File: config.mk
export PLATFORM = sky130hd
export DESIGN_NAME = stream_avg
export DESIGN_NICKNAME = d
export VERILOG_FILES = /design/src/rtl/stream_avg.sv
export SDC_FILE = /design/constraint.sdc
export NUM_CORES = 1
export LEC_CHECK = 0
export CORE_MARGIN = 2
export CORE_UTILIZATION = 53
export CTS_BUF_LIST = sky130_fd_sc_hd__clkbuf_16
export DETAILED_ROUTE_END_ITERATION = 10
export PLACE_DENSITY_LB_ADDON = 0.2
export REMOVE_ABC_BUFFERS = 1
export SKIP_CTS_REPAIR_TIMING = 1
export SLEW_MARGIN = 40
export SYNTH_ARGS = -nofsm -noshare
export SYNTH_HDL_FRONTEND = slang
export SYNTH_SLANG_ARGS = --single-unit
File: constraint.sdc
create_clock -name clk -period 3.7 [get_ports clk]
set_input_delay 0.37 -clock clk [delete_from_list [all_inputs] [get_ports clk]]
set_output_delay 0.37 -clock clk [all_outputs]
set_load 0.02 [all_outputs]
File: src/rtl/stream_avg.sv
// Streaming signed averager: accepts a run-time count of samples over a
// valid/ready stream. It accumulates them at full precision, divides the sum
// by the count one quotient bit per cycle, and holds sum and average on a
// valid/ready output until the consumer takes them.
//
// state | meaning
// IDLE  | waiting for start; num captured here
// ACC   | in_ready high, summing samples until cnt reaches num
// DIV   | restoring divide of |acc| by num, ACCW bit steps + sign fix-up
// DONE  | out_valid high, results held until out_ready
module stream_avg #(
  parameter int DATAW = 16,
  parameter int MAXN  = 8,
  parameter int CNTW  = $clog2(MAXN + 1),
  parameter int ACCW  = DATAW + CNTW
) (
  input  logic             clk,
  input  logic             rst,
  input  logic             start,
  input  logic [CNTW-1:0]  num,
  input  logic             in_valid,
  output logic             in_ready,
  input  logic [DATAW-1:0] in_data,
  output logic             out_valid,
  input  logic             out_ready,
  output logic [DATAW-1:0] out_avg,
  output logic [ACCW-1:0]  out_sum,
  output logic             out_err,
  output logic             busy
);

  localparam int DCW = $clog2(ACCW + 1);

  typedef enum logic [1:0] {IDLE, ACC, DIV, DONE} state_t;

  state_t state, state_nx;

  logic [CNTW-1:0]  num_r;
  logic [CNTW-1:0]  cnt;
  logic [ACCW-1:0]  acc;
  logic [ACCW-1:0]  quo;
  logic [CNTW-1:0]  rem;
  logic [DCW-1:0]   dcnt;
  logic             neg;

  logic             legal;
  logic             accept;
  logic             last;
  logic             div_done;
  logic [ACCW-1:0]  acc_nx;
  logic [ACCW-1:0]  acc_abs_nx;
  logic [CNTW:0]    trial;
  logic             fits;
  logic [CNTW-1:0]  rem_nx;
  logic [DATAW-1:0] avg_signed;

  assign legal      = (num != '0) && (num <= CNTW'(MAXN));
  assign accept     = (state == ACC) && in_valid;
  assign last       = (cnt + CNTW'(1)) == num_r;
  assign div_done   = (dcnt == DCW'(ACCW));
  assign acc_nx     = acc + {{CNTW{in_data[DATAW-1]}}, in_data};
  assign acc_abs_nx = acc_nx[ACCW-1] ? (~acc_nx + ACCW'(1)) : acc_nx;

  // One restoring step: shift the next dividend bit into the remainder and
  // subtract num when it fits. The remainder stays below num, so CNTW bits suffice.
  assign trial      = {rem, quo[ACCW-1]};
  assign fits       = (trial >= {1'b0, num_r});
  assign rem_nx     = fits ? CNTW'(trial - {1'b0, num_r}) : trial[CNTW-1:0];

  // Low DATAW bits of the negated quotient equal the negation of its low bits.
  assign avg_signed = neg ? (~quo[DATAW-1:0] + DATAW'(1)) : quo[DATAW-1:0];

  assign in_ready  = (state == ACC);
  assign out_valid = (state == DONE);
  assign busy      = (state != IDLE);

  // State register
  always_ff @(posedge clk or posedge rst) begin
    if (rst) state <= IDLE;
    else     state <= state_nx;
  end

  // Next-state logic
  always_comb begin
    state_nx = state;
    case (state)
      IDLE: if (start)             state_nx = legal ? ACC : DONE;
      ACC:  if (accept && last)    state_nx = DIV;
      DIV:  if (div_done)          state_nx = DONE;
      DONE: if (out_ready)         state_nx = IDLE;
      default:                     state_nx = IDLE;
    endcase
  end

  // Datapath: capture, accumulate, divide and hold results
  always_ff @(posedge clk or posedge rst) begin
    if (rst) begin
      num_r   <= '0;
      cnt     <= '0;
      acc     <= '0;
      quo     <= '0;
      rem     <= '0;
      dcnt    <= '0;
      neg     <= 1'b0;
      out_avg <= '0;
      out_sum <= '0;
      out_err <= 1'b0;
    end else begin
      case (state)
        IDLE: begin
          if (start) begin
            num_r   <= num;
            cnt     <= '0;
            acc     <= '0;
            out_avg <= '0;
            out_sum <= '0;
            out_err <= ~legal;
          end
        end
        ACC: begin
          if (accept) begin
            acc <= acc_nx;
            cnt <= cnt + CNTW'(1);
            if (last) begin
              quo  <= acc_abs_nx;
              neg  <= acc_nx[ACCW-1];
              rem  <= '0;
              dcnt <= '0;
            end
          end
        end
        DIV: begin
          if (!div_done) begin
            rem  <= rem_nx;
            quo  <= {quo[ACCW-2:0], fits};
            dcnt <= dcnt + DCW'(1);
          end else begin
            out_avg <= avg_signed;
            out_sum <= acc;
          end
        end
        default: ;
      endcase
    end
  end

endmodule

==> results.sh, run 1 <==
export IMPL_status="complete, no violations"
export IMPL_worst_pin_slew_ns=0.6769
export IMPL_synth_area_um2=6187
export IMPL_via_per_inst=6.021
export IMPL_dp_cells=875
export IMPL_final_antenna_net_count=0
export IMPL_synth_most_common_cell="dfrtp_1"
export IMPL_htree_levels=3
export IMPL_post_place_ws_ns=-0.02884
export IMPL_grt_max_degree=51
export IMPL_syn_inst=673
export IMPL_grt_overflow_total=0
export IMPL_required_ns=3.93
export IMPL_path_clk_slew_ns=0.07
export IMPL_clk_latency_ns=0.35
export IMPL_cp_max_fo=5
export IMPL_fin_ws_ns=0.3053
export IMPL_yosysTopAreaCell="dfrtp_1"
export IMPL_cp_data_arrival_time_ns=3.62
export IMPL_rsz0062_at_grt="no"
export IMPL_cts_buffers=9
export IMPL_cts_sinks=97
export IMPL_hold_viol=0
export IMPL_nets=803
export IMPL_nFillCells=960
export IMPL_min_period_over_period_pct=91.75
export IMPL_timing_final_max_slew_violations=0
export IMPL_drt_pass1_iterations=5
export IMPL_antenna_found_initial=0
export IMPL_grt_pass1_vias=5356
export IMPL_relSlewSlack_pct=54.87
export IMPL_synthTopCellsByCount="dfrtp_1, nand2_1, o21ai_0, a22o_1, ha_1"
export IMPL_drc=0
export IMPL_routedWlPerCell_um=16.69
export IMPL_drive_gt1_share_pct=8.835
export IMPL_grt_pass1_wl_um=25390
export IMPL_hold_path_class="primary input to async pin"
export IMPL_synthFlopType="dfrtp_1"
export IMPL_cp_end_kind="flop"
export IMPL_synthArstFlopShare_pct=100.0
export IMPL_vias=5359
export IMPL_start_util_pct=54.19
export IMPL_fin_tns_setup_ns=0
export IMPL_drt_initial_drc_count=394
export IMPL_synth_seq_cells=97
export IMPL_cts_root_buffer="clkbuf_16"
export IMPL_synth_edf_count=0
export IMPL_fmax_ghz=0.2946
export IMPL_period_needed_ns=3.395
export IMPL_leakage_nw=3.327
export IMPL_diodes=0
export IMPL_fp_row_count=39
export IMPL_die_area_um2=12550
export IMPL_vdd_drop_max_mv=0.3503
export IMPL_synthDistinctLibCells=66
export IMPL_gp_congestion=0.9111
export IMPL_whs_ns=0.4774
export IMPL_cap_violations=0
export IMPL_grt_usage_pct=24.71
export IMPL_start_kind="primary input"
export IMPL_coreArea_um2=11420
export IMPL_yosysWarningCount=0
export IMPL_routed_wl_um=14860
export IMPL_regArea_um2=2427
export IMPL_die_y_um=112.0
export IMPL_critPathKind="primary input to flop"
export IMPL_ys_top_cells_by_area="dfrtp_1, ha_1, nand2_1"
export IMPL_synth_top_area_share_pct=39.23
export IMPL_skew_ns=0.009787
export IMPL_final_cells=890
export IMPL_io_buffers=64
export IMPL_cts_buffer_depth=2
export IMPL_multi_input_area_um2=3517
export IMPL_yosysSeqAreaShare_pct=39.23
export IMPL_dp_hpwl_um=10880
export IMPL_finalSetupViolCount=0
export IMPL_syn_avg_cell_area_um2=9.193
export IMPL_die_w_um=112.0
export IMPL_syn2layout_area_growth_pct=18.97
export IMPL_pin_count=65
export IMPL_utilization_pct=64.46
export IMPL_power_density_nw_per_um2=853.2
export IMPL_cts_tree="built"
## layer usage
| layer | track usage [%] | vias to the layer above | wire length [um] |
|---|---|---|---|
| li1 | - | 2588 | - |
| met1 | 32.74 | 2605 | 6618 |
| met2 | 41.05 | 141 | 7214 |
| met3 | 4.212 | 25 | 725 |
| met4 | 9.350 | 0 | 299 |
| met5 | 0 | - | 0 |
## power by group
group | switching [mW] | internal, mW | total [mW]
combinational | 2.20 | 1.53 | 3.72
clock | 0.401 | 0.450 | 0.851
sequential | 0.309 | 1.39 | 1.70
## flip-flops by register name, indices dropped and copies added, names as in the netlist
register / flops
neg: 1
acc: 20
dcnt: 5
cnt: 4
rem: 4
num_r: 4
quo: 20
out_err: 1
out_avg: 16
out_sum: 20
state: 2
## path summary, 6_finish.rpt
check	start	endpoint	slack, ns	cells past startpoint
worst min-delay path	rst	dcnt[4]	0.48	2
max in group asynchronous	rst	acc[10]	2.53	3
worst max register to register	acc[0]	quo[18]	0.35	12
min in group clk	out_sum[1]	out_sum[1]	0.48	2
worst min register to register	out_sum[1]	out_sum[1]	0.48	2
worst max-delay path	in_data[0]	quo[18]	0.31	13
## cells by family (layout without fill, tap and decap cells)
| kind of cell | count (synthesis) | in the layout | share of synthesized area, % |
|---|---|---|---|
| and+or+nand+nor | 214 | 214 | 17.29 |
| AOI/OAI and AO/OA | 208 | 208 | 23.34 |
| DFF | 97 | 97 | 39.23 |
| buffers and inverters | 63 | 137 | 4.125 |
| xor gates and xnor gates | 43 | 43 | 6.512 |
| adders and majority gates | 35 | 35 | 7.321 |
| muxes | 13 | 13 | 2.184 |
## layout make-up
cell class	count	share of cell area (%)
Multi-Input combinational cell	513	47.78
Clock inverter	6	0.5099
Clock buffer	9	3.060
Timing Repair Buffer	91	11.63
Sequential cell	97	32.98
Inverter	31	1.615
Tap cell	143	2.431
## metrics by stage
| stage | total power [mW] | area, um2 |
|---|---|---|
| after global routing | 6.792 | 7361 |
| after CTS | 6.296 | 7361 |
| final | 6.280 | 7361 |
| after detailed placement | 5.421 | 7098 |
| after floorplan | 4.262 | 6048 |
| after global placement | 5.278 | 7094 |
## cell usage in the layout (no fill, tap or decap), types with 21 or more instances in the layout
master,synthesis,final
nand3_1,21,21
a21oi_1,32,32
buf_4,0,26
o21ai_0,59,59
nand2_1,88,88
a22o_1,33,33
nor2_1,28,28
xor2_1,21,21
inv_1,31,32
ha_1,33,33
dfrtp_1,97,97
clkdlybuf4s50_1,0,64
## critical path, stage by stage
cell	delay [ns]
clkdlybuf4s50_1	0.40
ha_1	0.23
inv_1	0.08
fa_1	0.25
nor2b_4	0.06
o31a_4	0.30
a21oi_1	0.32
a21oi_1	0.15
or3_1	0.42
a2111oi_4	0.40
a41o_1	0.23
nor4_1	0.05
or3_1	0.36
Power figures use the tool's default switching activity.
==> inputs of run 2 (changes only) <==
--- a/config.mk
+++ b/config.mk
@@ -9,6 +9,7 @@
 export CORE_UTILIZATION = 53
 export CTS_BUF_LIST = sky130_fd_sc_hd__clkbuf_16
 export DETAILED_ROUTE_END_ITERATION = 10
+export MAX_ROUTING_LAYER = met4
 export PLACE_DENSITY_LB_ADDON = 0.2
 export REMOVE_ABC_BUFFERS = 1
 export SKIP_CTS_REPAIR_TIMING = 1
==> run 2 against run 1 <==
Final cell count is 0.11% lower. Global-route usage is 1.6 points higher. Sequential power hardly changed. Non-clock buffer count is 1 lower. Combinational power hardly changed. Die area stayed put. Clock power is 8.9% higher. Hold slack worse by 0.042 ns. Register-to-register slack worse by 0.04 ns. Critical path type unchanged. Critical endpoint is now quo[3]. Largest power group unchanged. Highest routed layer unchanged.
==> results.sh, run 2 (synthesis gave the netlist of run 1 again) <==
export IMPL_status="complete, no violations"
export IMPL_top_regs="acc x20, out_sum x20, quo x20"
export IMPL_final_antenna_net_count=0
export IMPL_r2r_slack_ns=0.31
export IMPL_start_kind="primary input"
export IMPL_hold_path_class="primary input to async pin"
export IMPL_via_per_inst=5.987
export IMPL_fmax_ghz=0.2891
export IMPL_netSwitchingPower_mw=2.925
export IMPL_swShare_pct=45.93
export IMPL_p_int_mw=3.444
export IMPL_relSlewSlack_pct=60.63
export IMPL_critPathMaxStageDelay_ns=0.49
export IMPL_dp_cells=874
export IMPL_dp_hpwl_um=10980
export IMPL_clockPowerShare_pct=14.6
export IMPL_cts_tree="built"
export IMPL_die_w_um=112.0
export IMPL_gp_congestion=0.9116
export IMPL_final_cells=889
export IMPL_cts_sinks=97
export IMPL_crit_buf_inv=3
export IMPL_drc=0
export IMPL_p_comb_share_pct=58.7
export IMPL_rsz0062_at_grt="no"
export IMPL_drt_initial_drc_count=350
export IMPL_critPathKind="primary input to flop"
export IMPL_rr_worst_depth=12
export IMPL_grt_overflow_total=0
export IMPL_drt_pass1_iterations=4
export IMPL_drive_gt1_share_pct=8.713
export IMPL_final_common_cell="dfrtp_1"
export IMPL_dpl_cell_area_um2=7087
export IMPL_cap_violations=0
export IMPL_die_area_um2=12550
export IMPL_grt_max_degree=54
export IMPL_worstReg2RegStart="acc[1]"
export IMPL_routed_wl_um=15170
export IMPL_cp_end_kind="flop"
export IMPL_htree_levels=3
export IMPL_worst_pin_slew_ns=0.5906
export IMPL_pin_count=65
export IMPL_grt_pass1_vias=5450
export IMPL_hold_viol=0
export IMPL_nets=802
export IMPL_coreArea_um2=11420
export IMPL_crit_chain="clkdlybuf4s50_1 > ha_1 > a211oi_1 > buf_4 > o211ai_1 > nand3_1 > o211ai_1 > o41a_1 > xnor2_4 > buf_4 > nor3b_1 > o31ai_1 > o21ai_1"
export IMPL_diodes=0
export IMPL_power_density_nw_per_um2=863.9
export IMPL_routedWlPerCell_um=17.07
export IMPL_skew_ns=0.009798
export IMPL_timing_final_max_slew_violations=0
export IMPL_grt_pass1_wl_um=26000
export IMPL_seqPwrFrac_pct=26.8
export IMPL_grt_usage_pct=26.33
export IMPL_start_util_pct=54.19
export IMPL_cp_slowest_cell="o41a_1"
export IMPL_min_period_over_period_pct=93.50
export IMPL_cp_top_family="compound AO/OA/AOI/OAI gates"
export IMPL_die_y_um=112.0
export IMPL_stdcell_area_um2=7372
export IMPL_leakage_nw=3.335
export IMPL_cts_buffer_depth=2
export IMPL_reg2reg_to="quo[3]"
export IMPL_cp_data_arrival_time_ns=3.70
export IMPL_period_needed_ns=3.460
export IMPL_cp_max_fo=21
export IMPL_nFillCells=964
export IMPL_clk_latency_ns=0.36
export IMPL_vdd_drop_max_mv=0.3931
export IMPL_finalSetupViolCount=0
export IMPL_fp_row_count=39
export IMPL_io_buffers=64
export IMPL_vias=5322
export IMPL_final_cell_mix="dfrtp_1, nand2_1, clkdlybuf4s50_1, o21ai_0"
export IMPL_cts_buffers=9
export IMPL_cts_root_buffer="clkbuf_16"
export IMPL_syn2layout_area_growth_pct=19.15
export IMPL_path_clk_slew_ns=0.07
export IMPL_required_ns=3.94
export IMPL_antenna_found_initial=0
-- run 2: routing by layer --
layer	vias up	wire length, um	part of all wire (%)	global-route usage [%]
met5	-	0	0	-
met4	0	328	2.2	11.38
met3	26	500	3.3	3.510
met2	109	7403	49	42.22
met1	2603	6939	46	33.84
li1	2584	-	-	-
-- run 2: metrics by stage --
| step | hold slack (ns) | total power [mW] | utilization [%] | setup TNS [ns] | setup WS (ns) |
|---|---|---|---|---|---|
| 2_1_floorplan | 0.4533 | 4.262 | - | 0 | 0.3109 |
| 3_3_place_gp | 0.4615 | 5.287 | 62.06 | 0 | 0.06260 |
| 3_5_place_dp | 0.4701 | 5.417 | 62.06 | -0.09777 | -0.05771 |
| 4_1_cts | 0.4634 | 6.390 | 64.56 | 0 | 0.2782 |
| 5_1_grt | 0.4919 | 6.888 | 64.56 | 0 | 0.08201 |
| 6_report | 0.4354 | 6.369 | 64.56 | 0 | 0.2405 |
-- run 2: power by group through the flow --
stage | Clock, mW | Sequential [mW] | Combinational (mW)
final | 0.927 | 1.71 | 3.74
after global routing | 0.995 | 1.75 | 4.14
after CTS | 0.948 | 1.70 | 3.74
after detailed placement | 0 | 1.72 | 3.70
after global placement | 0 | 1.70 | 3.59
after floorplan | 0 | 1.71 | 2.55
-- run 2: layout make-up --
cell class                      count  area [um2]  share of cell area [%]
Inverter                           31       118.9                   1.612
Multi-Input combinational cell    513        3513                   47.66
Tap cell                          143       178.9                   2.427
Timing Repair Buffer               90       848.3                   11.51
Clock buffer                        9       225.2                   3.055
Clock inverter                      6       60.06                  0.8147
Sequential cell                    97        2427                   32.93
-- run 2: worst max path at each step --
stage                          start      end  depth (start not counted)
final                     in_data[1]   quo[3]                         13
after global routing      in_data[1]   quo[3]                         13
after CTS                 in_data[1]   quo[3]                         13
after detailed placement  in_data[1]   quo[3]                         13
after global placement    in_data[0]  quo[18]                         13
after floorplan             state[0]  quo[18]                          8
